## config.mk

```make
export PLATFORM = sky130hd
export DESIGN_NAME = seg_disp_sched
export DESIGN_NICKNAME = d
export VERILOG_FILES = /design/src/rtl/seg_pkg.sv /design/src/rtl/bin2bcd_seq.sv /design/src/rtl/seg_disp_sched.sv
export SDC_FILE = /design/constraint.sdc
export NUM_CORES = 1
export LEC_CHECK = 0
export CAP_MARGIN = 25
export CELL_PAD_IN_SITES_DETAIL_PLACEMENT = 1
export CELL_PAD_IN_SITES_GLOBAL_PLACEMENT = 1
export CORE_MARGIN = 2
export CORE_UTILIZATION = 53
export CTS_BUF_LIST = sky130_fd_sc_hd__clkbuf_8
export CTS_CLUSTER_SIZE = 25
export DETAILED_ROUTE_END_ITERATION = 16
export DONT_BUFFER_PORTS = 1
export PLACE_DENSITY_LB_ADDON = 0.1
export SYNTH_ARGS = -nofsm -noshare
export SYNTH_HDL_FRONTEND = slang
export SYNTH_SLANG_ARGS = --single-unit
```

## constraint.sdc

```tcl
create_clock -name clk -period 6.19 [get_ports clk]
set_clock_uncertainty 0.1 [all_clocks]
set_input_delay 0.619 -clock clk [delete_from_list [all_inputs] [get_ports clk]]
set_output_delay 0.619 -clock clk [all_outputs]
set_load 0.02 [all_outputs]
```

## src/rtl/seg_pkg.sv

```systemverilog
// Shared types and constants for the seven-segment display scheduler and its BCD converter.
package seg_pkg;

  typedef enum logic [1:0] {
    StIdle,
    StShift,
    StDone
  } state_e;

  localparam int unsigned DIGITS  = 4;
  localparam int unsigned BCD_W   = 4 * DIGITS;
  localparam int unsigned CONV_W  = 14;
  localparam int unsigned SAT_VAL = 9999;

  localparam logic [3:0] BLANK_DIGIT = 4'hF;

  localparam logic DISP_SRC_MMIO = 1'b0;
  localparam logic DISP_SRC_RES  = 1'b1;

  // Blank leading zero digits from d3 downwards, stopping before d0.
  function automatic logic [BCD_W-1:0] blank_leading(input logic [BCD_W-1:0] digits);
    logic [BCD_W-1:0] res;
    logic             lead;
    res  = digits;
    lead = 1'b1;
    for (int i = int'(DIGITS) - 1; i > 0; i--) begin
      if (lead && (digits[4*i +: 4] == 4'h0)) begin
        res[4*i +: 4] = BLANK_DIGIT;
      end else begin
        lead = 1'b0;
      end
    end
    return res;
  endfunction

endpackage

```

## src/rtl/bin2bcd_seq.sv

```systemverilog
// Sequential double-dabble: captures a clamped binary value on start_i, runs one iteration
// per clock for CONV_W clocks, then pulses done_o with the BCD digits on bcd_o.
module bin2bcd_seq
  import seg_pkg::*;
#(
  parameter int unsigned BinW = 32
) (
  input  logic             clk,
  input  logic             rst,
  input  logic             start_i,
  input  logic [BinW-1:0]  bin_i,
  output logic             sat_o,
  output logic             last_o,
  output logic             done_o,
  output logic [BCD_W-1:0] bcd_o
);

  localparam int unsigned CntW = 4;

  logic              running_q, running_d;
  logic              done_q, done_d;
  logic [CntW-1:0]   cnt_q, cnt_d;
  logic [CONV_W-1:0] bin_q, bin_d;
  logic [BCD_W-1:0]  bcd_q, bcd_d;
  logic [BCD_W-1:0]  bcd_adj;

  assign sat_o  = (bin_i > BinW'(SAT_VAL));
  assign last_o = running_q && (cnt_q == CntW'(CONV_W - 1));
  assign done_o = done_q;
  assign bcd_o  = bcd_q;

  // Add-3 correction on every nibble that would overflow past 9 after the shift.
  always_comb begin
    bcd_adj = bcd_q;
    for (int i = 0; i < int'(DIGITS); i++) begin
      if (bcd_q[4*i +: 4] >= 4'd5) begin
        bcd_adj[4*i +: 4] = bcd_q[4*i +: 4] + 4'd3;
      end
    end
  end

  always_comb begin
    running_d = running_q;
    done_d    = 1'b0;
    cnt_d     = cnt_q;
    bin_d     = bin_q;
    bcd_d     = bcd_q;
    if (start_i) begin
      running_d = 1'b1;
      cnt_d     = '0;
      bcd_d     = '0;
      bin_d     = sat_o ? CONV_W'(SAT_VAL) : bin_i[CONV_W-1:0];
    end else if (running_q) begin
      {bcd_d, bin_d} = {bcd_adj[BCD_W-2:0], bin_q, 1'b0};
      cnt_d          = cnt_q + CntW'(1);
      if (last_o) begin
        running_d = 1'b0;
        done_d    = 1'b1;
      end
    end
  end

  always_ff @(posedge clk) begin
    if (rst) begin
      running_q <= 1'b0;
      done_q    <= 1'b0;
      cnt_q     <= '0;
      bin_q     <= '0;
      bcd_q     <= '0;
    end else begin
      running_q <= running_d;
      done_q    <= done_d;
      cnt_q     <= cnt_d;
      bin_q     <= bin_d;
      bcd_q     <= bcd_d;
    end
  end

endmodule

```

## src/rtl/seg_disp_sched.sv

```systemverilog
// Shares the 4-digit display between CPU MMIO writes and BCD-converted compute results.
// Optional macro SEG_LEADING_ZERO_BLANK_EN blanks leading zero digits of result updates.
module seg_disp_sched
  import seg_pkg::*;
#(
  parameter int unsigned BIN_W = 32
) (
  input  logic             clk,
  input  logic             rst,
  input  logic             mmio_we,
  input  logic [BCD_W-1:0] mmio_wdata,
  input  logic             res_valid,
  output logic             res_ready,
  input  logic [BIN_W-1:0] res_data,
  output logic [BCD_W-1:0] disp_data,
  output logic             disp_src,
  output logic             disp_upd,
  output logic             ovf,
  output logic             busy
);

  state_e           state_q, state_d;
  logic [BCD_W-1:0] disp_data_q, disp_data_d;
  logic             disp_src_q, disp_src_d;
  logic             disp_upd_q, disp_upd_d;
  logic             ovf_q, ovf_d;
  logic             busy_q, busy_d;
  logic             pend_valid_q, pend_valid_d;
  logic [BCD_W-1:0] pend_data_q, pend_data_d;

  logic             conv_start;
  logic             conv_sat;
  logic             conv_last;
  logic             conv_done;
  logic [BCD_W-1:0] conv_bcd;
  logic [BCD_W-1:0] res_digits;

  bin2bcd_seq #(
    .BinW (BIN_W)
  ) u_bin2bcd (
    .clk     (clk),
    .rst     (rst),
    .start_i (conv_start),
    .bin_i   (res_data),
    .sat_o   (conv_sat),
    .last_o  (conv_last),
    .done_o  (conv_done),
    .bcd_o   (conv_bcd)
  );

`ifdef SEG_LEADING_ZERO_BLANK_EN
  assign res_digits = blank_leading(conv_bcd);
`else
  assign res_digits = conv_bcd;
`endif

  assign res_ready = (state_q == StIdle) && !pend_valid_q;

  always_comb begin
    state_d      = state_q;
    disp_data_d  = disp_data_q;
    disp_src_d   = disp_src_q;
    disp_upd_d   = 1'b0;
    ovf_d        = ovf_q;
    busy_d       = busy_q;
    pend_valid_d = pend_valid_q;
    pend_data_d  = pend_data_q;
    conv_start   = 1'b0;
    unique case (state_q)
      StIdle: begin
        if (pend_valid_q) begin
          disp_data_d = pend_data_q;
          disp_src_d  = DISP_SRC_MMIO;
          disp_upd_d  = 1'b1;
          // A write landing on the drain edge is newer, so it stays queued.
          if (mmio_we) begin
            pend_data_d = mmio_wdata;
          end else begin
            pend_valid_d = 1'b0;
          end
        end else if (res_valid) begin
          conv_start = 1'b1;
          ovf_d      = conv_sat;
          busy_d     = 1'b1;
          state_d    = StShift;
          if (mmio_we) begin
            pend_valid_d = 1'b1;
            pend_data_d  = mmio_wdata;
          end
        end else if (mmio_we) begin
          disp_data_d = mmio_wdata;
          disp_src_d  = DISP_SRC_MMIO;
          disp_upd_d  = 1'b1;
        end
      end
      StShift: begin
        if (mmio_we) begin
          pend_valid_d = 1'b1;
          pend_data_d  = mmio_wdata;
        end
        if (conv_last) begin
          state_d = StDone;
        end
      end
      StDone: begin
        if (mmio_we) begin
          pend_valid_d = 1'b1;
          pend_data_d  = mmio_wdata;
        end
        if (conv_done) begin
          disp_data_d = res_digits;
          disp_src_d  = DISP_SRC_RES;
          disp_upd_d  = 1'b1;
          busy_d      = 1'b0;
          state_d     = StIdle;
        end
      end
      default: state_d = StIdle;
    endcase
  end

  always_ff @(posedge clk) begin
    if (rst) begin
      state_q      <= StIdle;
      disp_data_q  <= '0;
      disp_src_q   <= DISP_SRC_MMIO;
      disp_upd_q   <= 1'b0;
      ovf_q        <= 1'b0;
      busy_q       <= 1'b0;
      pend_valid_q <= 1'b0;
      pend_data_q  <= '0;
    end else begin
      state_q      <= state_d;
      disp_data_q  <= disp_data_d;
      disp_src_q   <= disp_src_d;
      disp_upd_q   <= disp_upd_d;
      ovf_q        <= ovf_d;
      busy_q       <= busy_d;
      pend_valid_q <= pend_valid_d;
      pend_data_q  <= pend_data_d;
    end
  end

  assign disp_data = disp_data_q;
  assign disp_src  = disp_src_q;
  assign disp_upd  = disp_upd_q;
  assign ovf       = ovf_q;
  assign busy      = busy_q;

endmodule

```

==> impl_metrics.tcl, run 1 <==
set metrics [dict create \
    slowest_delay_ns 0.80 \
    grt_start_max_net_pins 58 \
    grt_use_met1 0.3360 \
    syn_area_um2 3777 \
    yosysTopAreaCell "dfxtp_1" \
    reg2reg_depth 6 \
    grt-ovfl-total 0 \
    clock-sinks 75 \
    route.antenna.remaining_nets 0 \
    grtUsageTotal 0.2523 \
    fillers 815 \
    dr.pass1.iters 4 \
    fin_ws_ns 3.437 \
    yosys_warnings 0 \
    initial_core_util 0.5529 \
    required_ns 6.30 \
    power.density_nw_per_um2 304.6 \
    holdCritPathClass "input pin to flop" \
    fin_tns_setup_ns 0 \
    syn_avg_cell_area_um2 8.888 \
    use_met3 0.05690 \
    grt_pass1_wl_um 15160 \
    ys_ff_latch 75 \
    pre_cts_slack_ns 3.416 \
    hold_viol_final 0 \
    crit_slowest_cell "or2_1" \
    insertedDiodeCount 0 \
    drt-total-wl_um 9774 \
    tritoncts "built" \
    die-area_um2 7818 \
    die_y_um 88.42 \
    yosysTopAreaCellShare 0.3975 \
    final_nets 479 \
    crit_path_max_fanout 26 \
    grt-busiest-layer "met2" \
    grtUsageMet2 0.4012 \
    cts_buffer_depth 2 \
    drv_slew 0 \
    hold_buffers 0 \
    ir_drop_v 0.0001690 \
    cts_buffers 9 \
    areaGrowthSynthToFinish_pct 9.242 \
    synth_cell_types 50 \
    cts.reportedPaths.clkPinSlew_ns 0.08 \
    max_cap_violations 0 \
    outcome "complete, no violations" \
    drive_gt1_frac 0.07399 \
    setup_viol 0 \
    portBuffers 0 \
    routabilityCongestion 0.7434 \
    seq_area_frac_synth 0.3975 \
    wire_per_inst_um 18.98 \
    ios 73 \
    clk_latency_ns 0.36 \
    cts_max_level 3 \
    clockRootBuffer "clkbuf_8" \
    ys.flop_type "dfxtp_1" \
    hold_depth 1 \
    power_leakage_nw 1.482 \
    layout_min_cycle_time_ns 2.753 \
    fp.coreArea_um2 6832 \
    cts_post_setup_buffers_inserted 0 \
    dpl_cell_area_um2 3804 \
    rsz0062_at_grt "no" \
    syn_inst 425 \
    startpoint_type "flop" \
    synthArstFlopShare 0 \
    critPathKind "flop to flop" \
    p_total_w 0.001257 \
    fin_area_um2 4126 \
    worstMarginPinSlew_ns 0.9581 \
    grt_pass1_vias 3028 \
    arrival_ns 2.86 \
    critical_path.top_delay_family "simple AND/OR/NAND/NOR gates" \
    antenna_found_initial 0 \
    end_kind "flop" \
    slew_headroom 0.3613 \
    path_depth 6 \
    vias_per_cell 5.893 \
    crit_buf_inv 1 \
    cts_resized 0 \
    timing.fmax_mhz 363.2 \
    die_x_um 88.42 \
    dpl.hpwl_um 6381 \
    period_share 0.4448 \
    synth_edf_count 0 \
    synth_fp_nets 490 \
    drc 0 \
    dr.first_iter.drc_count 190 \
    crit_chain "inv_1 -> ha_1 -> and3b_1 -> or2_1 -> or3_1 -> o31ai_1" \
    num_rows 30 \
    vias 3035 \
    synthTopCellsByArea "dfxtp_1 (40%), mux2i_1 (16%), nor2_1 (4.9%), ha_1 (4.3%), nand2_1 (3.8%)" \
]
[synthesized netlist by cell type (all sizes together), types with 5 or more instances]
cell type	count
a21oi	28
clkbuf	14
or3	5
nand2b	6
o32ai	6
nand2	38
o21ai	29
dfxtp	75
ha	13
buf	12
mux2i	60
a211oi	11
nand3	11
nor2	50
o21a	7
inv	17
[through the flow]
| step | instances | utilization | hold WS, ns |
|---|---|---|---|
| after global placement | 495 | 0.5505 | 0.3645 |
| after CTS | 513 | 0.5971 | 0.2179 |
| after global routing | 515 | 0.6040 | 0.2154 |
| after detailed placement | 497 | 0.5568 | 0.3859 |
| final | 515 | 0.6040 | 0.2312 |
| after floorplan | 425 | - | 0.3449 |
[cell families after synthesis]
logic type | count (synthesis) | synth area share
muxes | 62 | 0.1650
adders and majority gates | 13 | 0.04306
AOI/OAI and AO/OA | 96 | 0.1683
xor gates and xnor gates | 4 | 0.009276
and+or+nand+nor | 131 | 0.1626
buffers and inverters | 44 | 0.05432
DFF | 75 | 0.3975
[layer usage]
layer / part of all wire / vias up
li1: - / 1472
met1: 0.44 / 1480
met2: 0.49 / 65
met3: 0.048 / 18
met4: 0.019 / 0
met5: 0 / -
[state kept, by name, indices dropped and copies added (netlist names)]
signal,flops
disp_data,16
pend_data_q,16
u_bin2bcd.bcd_o,16
u_bin2bcd.bin_q,14
u_bin2bcd.cnt_q,4
state_q,2
busy,1
disp_src,1
disp_upd,1
ovf,1
pend_valid_q,1
u_bin2bcd.done_o,1
u_bin2bcd.running_q,1
[cell type report]
cell class	instances	area, µm²	share of cell area
clock inverter	5	123.9	0.03002
sequential	75	1503	0.3642
clock buffer	11	151.4	0.03669
timing repair buffer	4	90.09	0.02183
multi-input combinational	306	2071	0.5018
tap	96	120.1	0.02911
inverter	18	67.56	0.01637
[worst register-to-register path: cells and delay by family, from the launching register on]
kind                       cells  cell delay [ns]
and+or+nand+nor                3             1.49
adders and majority gates      1             0.52
AOI/OAI and AO/OA              1             0.07
buffers and inverters          1             0.09
DFF                            1             0.34
[report_power, final]
group | internal (W) | switching (W) | leakage (nW)
Sequential | 0.000516 | 0.0000444 | 0.613
Combinational | 0.0000816 | 0.0000999 | 0.728
Clock | 0.000329 | 0.000185 | 0.141
Total | 0.000927 | 0.000329 | 1.48
[path summary, 6_finish.rpt]
kind	startpoint	endpoint	slack, ns
setup / recovery	state_q[0]	u_bin2bcd.bcd_o[13]	3.44
hold / removal	rst	u_bin2bcd.running_q	0.23
setup reg to reg	state_q[0]	u_bin2bcd.bcd_o[13]	3.44
hold reg to reg	u_bin2bcd.bcd_o[15]	u_bin2bcd.bcd_o[15]	0.39
[placed cells by master, fill, tap and decap left out, types with 2 or more instances in the layout]
cell type,count
a21oi_1,27
mux2i_1,60
nor3b_1,3
inv_1,18
or3_1,5
dfxtp_1,74
mux2_2,2
nand4_1,3
buf_16,2
nor4_1,4
nand2b_1,5
clkbuf_8,11
nand3_1,11
o21ai_0,28
nor2_1,49
ha_1,13
bufinv_16,4
o32ai_2,3
nand2_1,38
a211oi_1,11
a31oi_1,4
o22ai_1,3
o21a_1,7
xnor2_1,2
xor2_1,2
nor3_1,2
o32ai_1,3
nand3b_1,2
No activity file was read; power rests on OpenSTA's default activity.
==> inputs of run 2 (changes only) <==
- CORE_UTILIZATION: 53 -> 45
- clock period: 6.19 -> 2.4 ns (I/O delays scaled with it)
==> impl_metrics.tcl, run 2 (same netlist as run 1, synthesis figures left out) <==
set metrics [dict create \
    ir_drop_v 0.0002555 \
    dr.first_iter.drc_count 44 \
    power_leakage_nw 1.596 \
    setup_viol 0 \
    cts_buffers 9 \
    cts.reportedPaths.clkPinSlew_ns 0.08 \
    drt-total-wl_um 9587 \
    ios 73 \
    initial_core_util 0.4620 \
    areaGrowthSynthToFinish_pct 16.03 \
    fin_area_um2 4383 \
    crit_start "state_q[1]" \
    required_ns 2.55 \
    portBuffers 0 \
    grt_pass1_wl_um 15290 \
    dpl.hpwl_um 6266 \
    die_x_um 95.62 \
    cts_max_level 3 \
    route.antenna.remaining_nets 0 \
    grt-ovfl-total 0 \
    crit_slowest_cell "nand3_1" \
    slew_headroom 0.6249 \
    vias_per_cell 5.515 \
    clock-sinks 75 \
    crit_end "u_bin2bcd.bin_q[4]" \
    power.density_nw_per_um2 690.1 \
    startpoint_type "flop" \
    tritoncts "built" \
    arrival_ns 2.26 \
    timing.fmax_mhz 472.2 \
    vias 3083 \
    outcome "complete, no violations" \
    routabilityCongestion 0.7528 \
    die-area_um2 9143 \
    hold_viol_final 0 \
    slowest_delay_ns 0.40 \
    crit_path_max_fanout 11 \
    final_cell_mix "dfxtp_1 (74), mux2i_1 (60), nor2_1 (49)" \
    max_cap_violations 0 \
    wire_per_inst_um 17.15 \
    insertedDiodeCount 0 \
    dr.pass1.iters 4 \
    rsz0062_at_grt "no" \
    antenna_found_initial 0 \
    holdCritPathClass "input pin to flop" \
    fin_tns_setup_ns 0 \
    grt_pass1_vias 3087 \
    reg2reg_depth 6 \
    period_share 0.8824 \
    timing.rr.start "state_q[1]" \
    dpl_cell_area_um2 3840 \
    finish.utilization 0.5361 \
    fin_hold_ws_ns 0.02520 \
    grtUsageTotal 0.2155 \
    drv_slew 0 \
    grt_start_max_net_pins 56 \
    die_y_um 95.62 \
    num_rows 33 \
    clockRootBuffer "clkbuf_8" \
    final_nets 515 \
    critPathKind "flop to flop" \
    worstMarginPinSlew_ns 0.5611 \
    ff2ff_setup_slack_ns 0.28 \
    drive_gt1_frac 0.08150 \
    fp.coreArea_um2 8175 \
    drc 0 \
    end_kind "flop" \
    cts_buffer_depth 2 \
    r2r_end "u_bin2bcd.bin_q[4]" \
    crit_chain "inv_1 -> ha_1 -> and3b_1 -> o211a_1 -> nand3_1 -> o32ai_1" \
    layout_min_cycle_time_ns 2.118 \
    clk_latency_ns 0.34 \
    final_common_cell "dfxtp_1" \
]
==> run 2: changes by cell type in the layout (fill, tap and decap cells not counted), sizes merged <==
cell	previous run	this run
dlygate4sd3	0	30
buf	4	10
bufinv	4	2
clkinv	1	3
clkbuf	11	10
clkinvlp	0	1
inv	18	17
==> run 2: per-stage QoR <==
| stage | power, W | setup slack (ns) | instances |
|---|---|---|---|
| finish | 0.003025 | 0.2822 | 559 |
| global route | 0.003177 | 0.05674 | 559 |
| CTS | 0.003058 | 0.2933 | 559 |
| detailed placement | 0.001920 | 0.3047 | 513 |
| global placement | 0.001901 | 0.3613 | 513 |
| floorplan | 0.001844 | 0.4054 | 425 |
==> run 2: worst max-delay path, delay by kind of cell, from the launching register on <==
kind	cells	cell delay, ns
compound gates	2	0.60
fa+ha+maj	1	0.16
buf+inv	1	0.09
flops	1	0.32
simple gates	2	0.75
==> run 2: layout make-up <==
type	count	area, µm²
fill	929	3792
multi-input combinational	306	2071
timing repair buffer	40	395.4
sequential	75	1503
tap	105	131.4
clock buffer	10	137.6
clock inverter	5	77.57
inverter	18	67.56
==> run 2: what timing repair did <==
item	4_1_cts	5_1_grt
endpoints found under the hold margin	54	0
buffers inserted	0	0
hold buffers	31	0
resized for setup	0	0
==> run 2: worst min-delay path by stage <==
| stage | from | endpoint | cells past startpoint |
|---|---|---|---|
| finish | res_data[12] | u_bin2bcd.bin_q[12] | 2 |
| global route | res_data[12] | u_bin2bcd.bin_q[12] | 2 |
| CTS | res_data[12] | u_bin2bcd.bin_q[12] | 2 |
| global placement | rst | u_bin2bcd.running_q | 1 |
| detailed placement | rst | u_bin2bcd.running_q | 1 |
| floorplan | res_data[13] | u_bin2bcd.bin_q[11] | 1 |
==> run 2: report_power, final <==
part           total, W  switching, W  internal [W]
combinational  0.000513      0.000272      0.000241
clock           0.00107      0.000463      0.000605
sequential      0.00144      0.000111       0.00133
==> run 2: routing by layer <==
layer  global-route usage  share of wire  vias to the layer above
li1                     -              -                     1544
met1               0.2802           0.47                     1483
met2               0.3566           0.48                       48
met3              0.04348          0.041                        8
met4              0.07143         0.0083                        0
met5                    0              0                        -
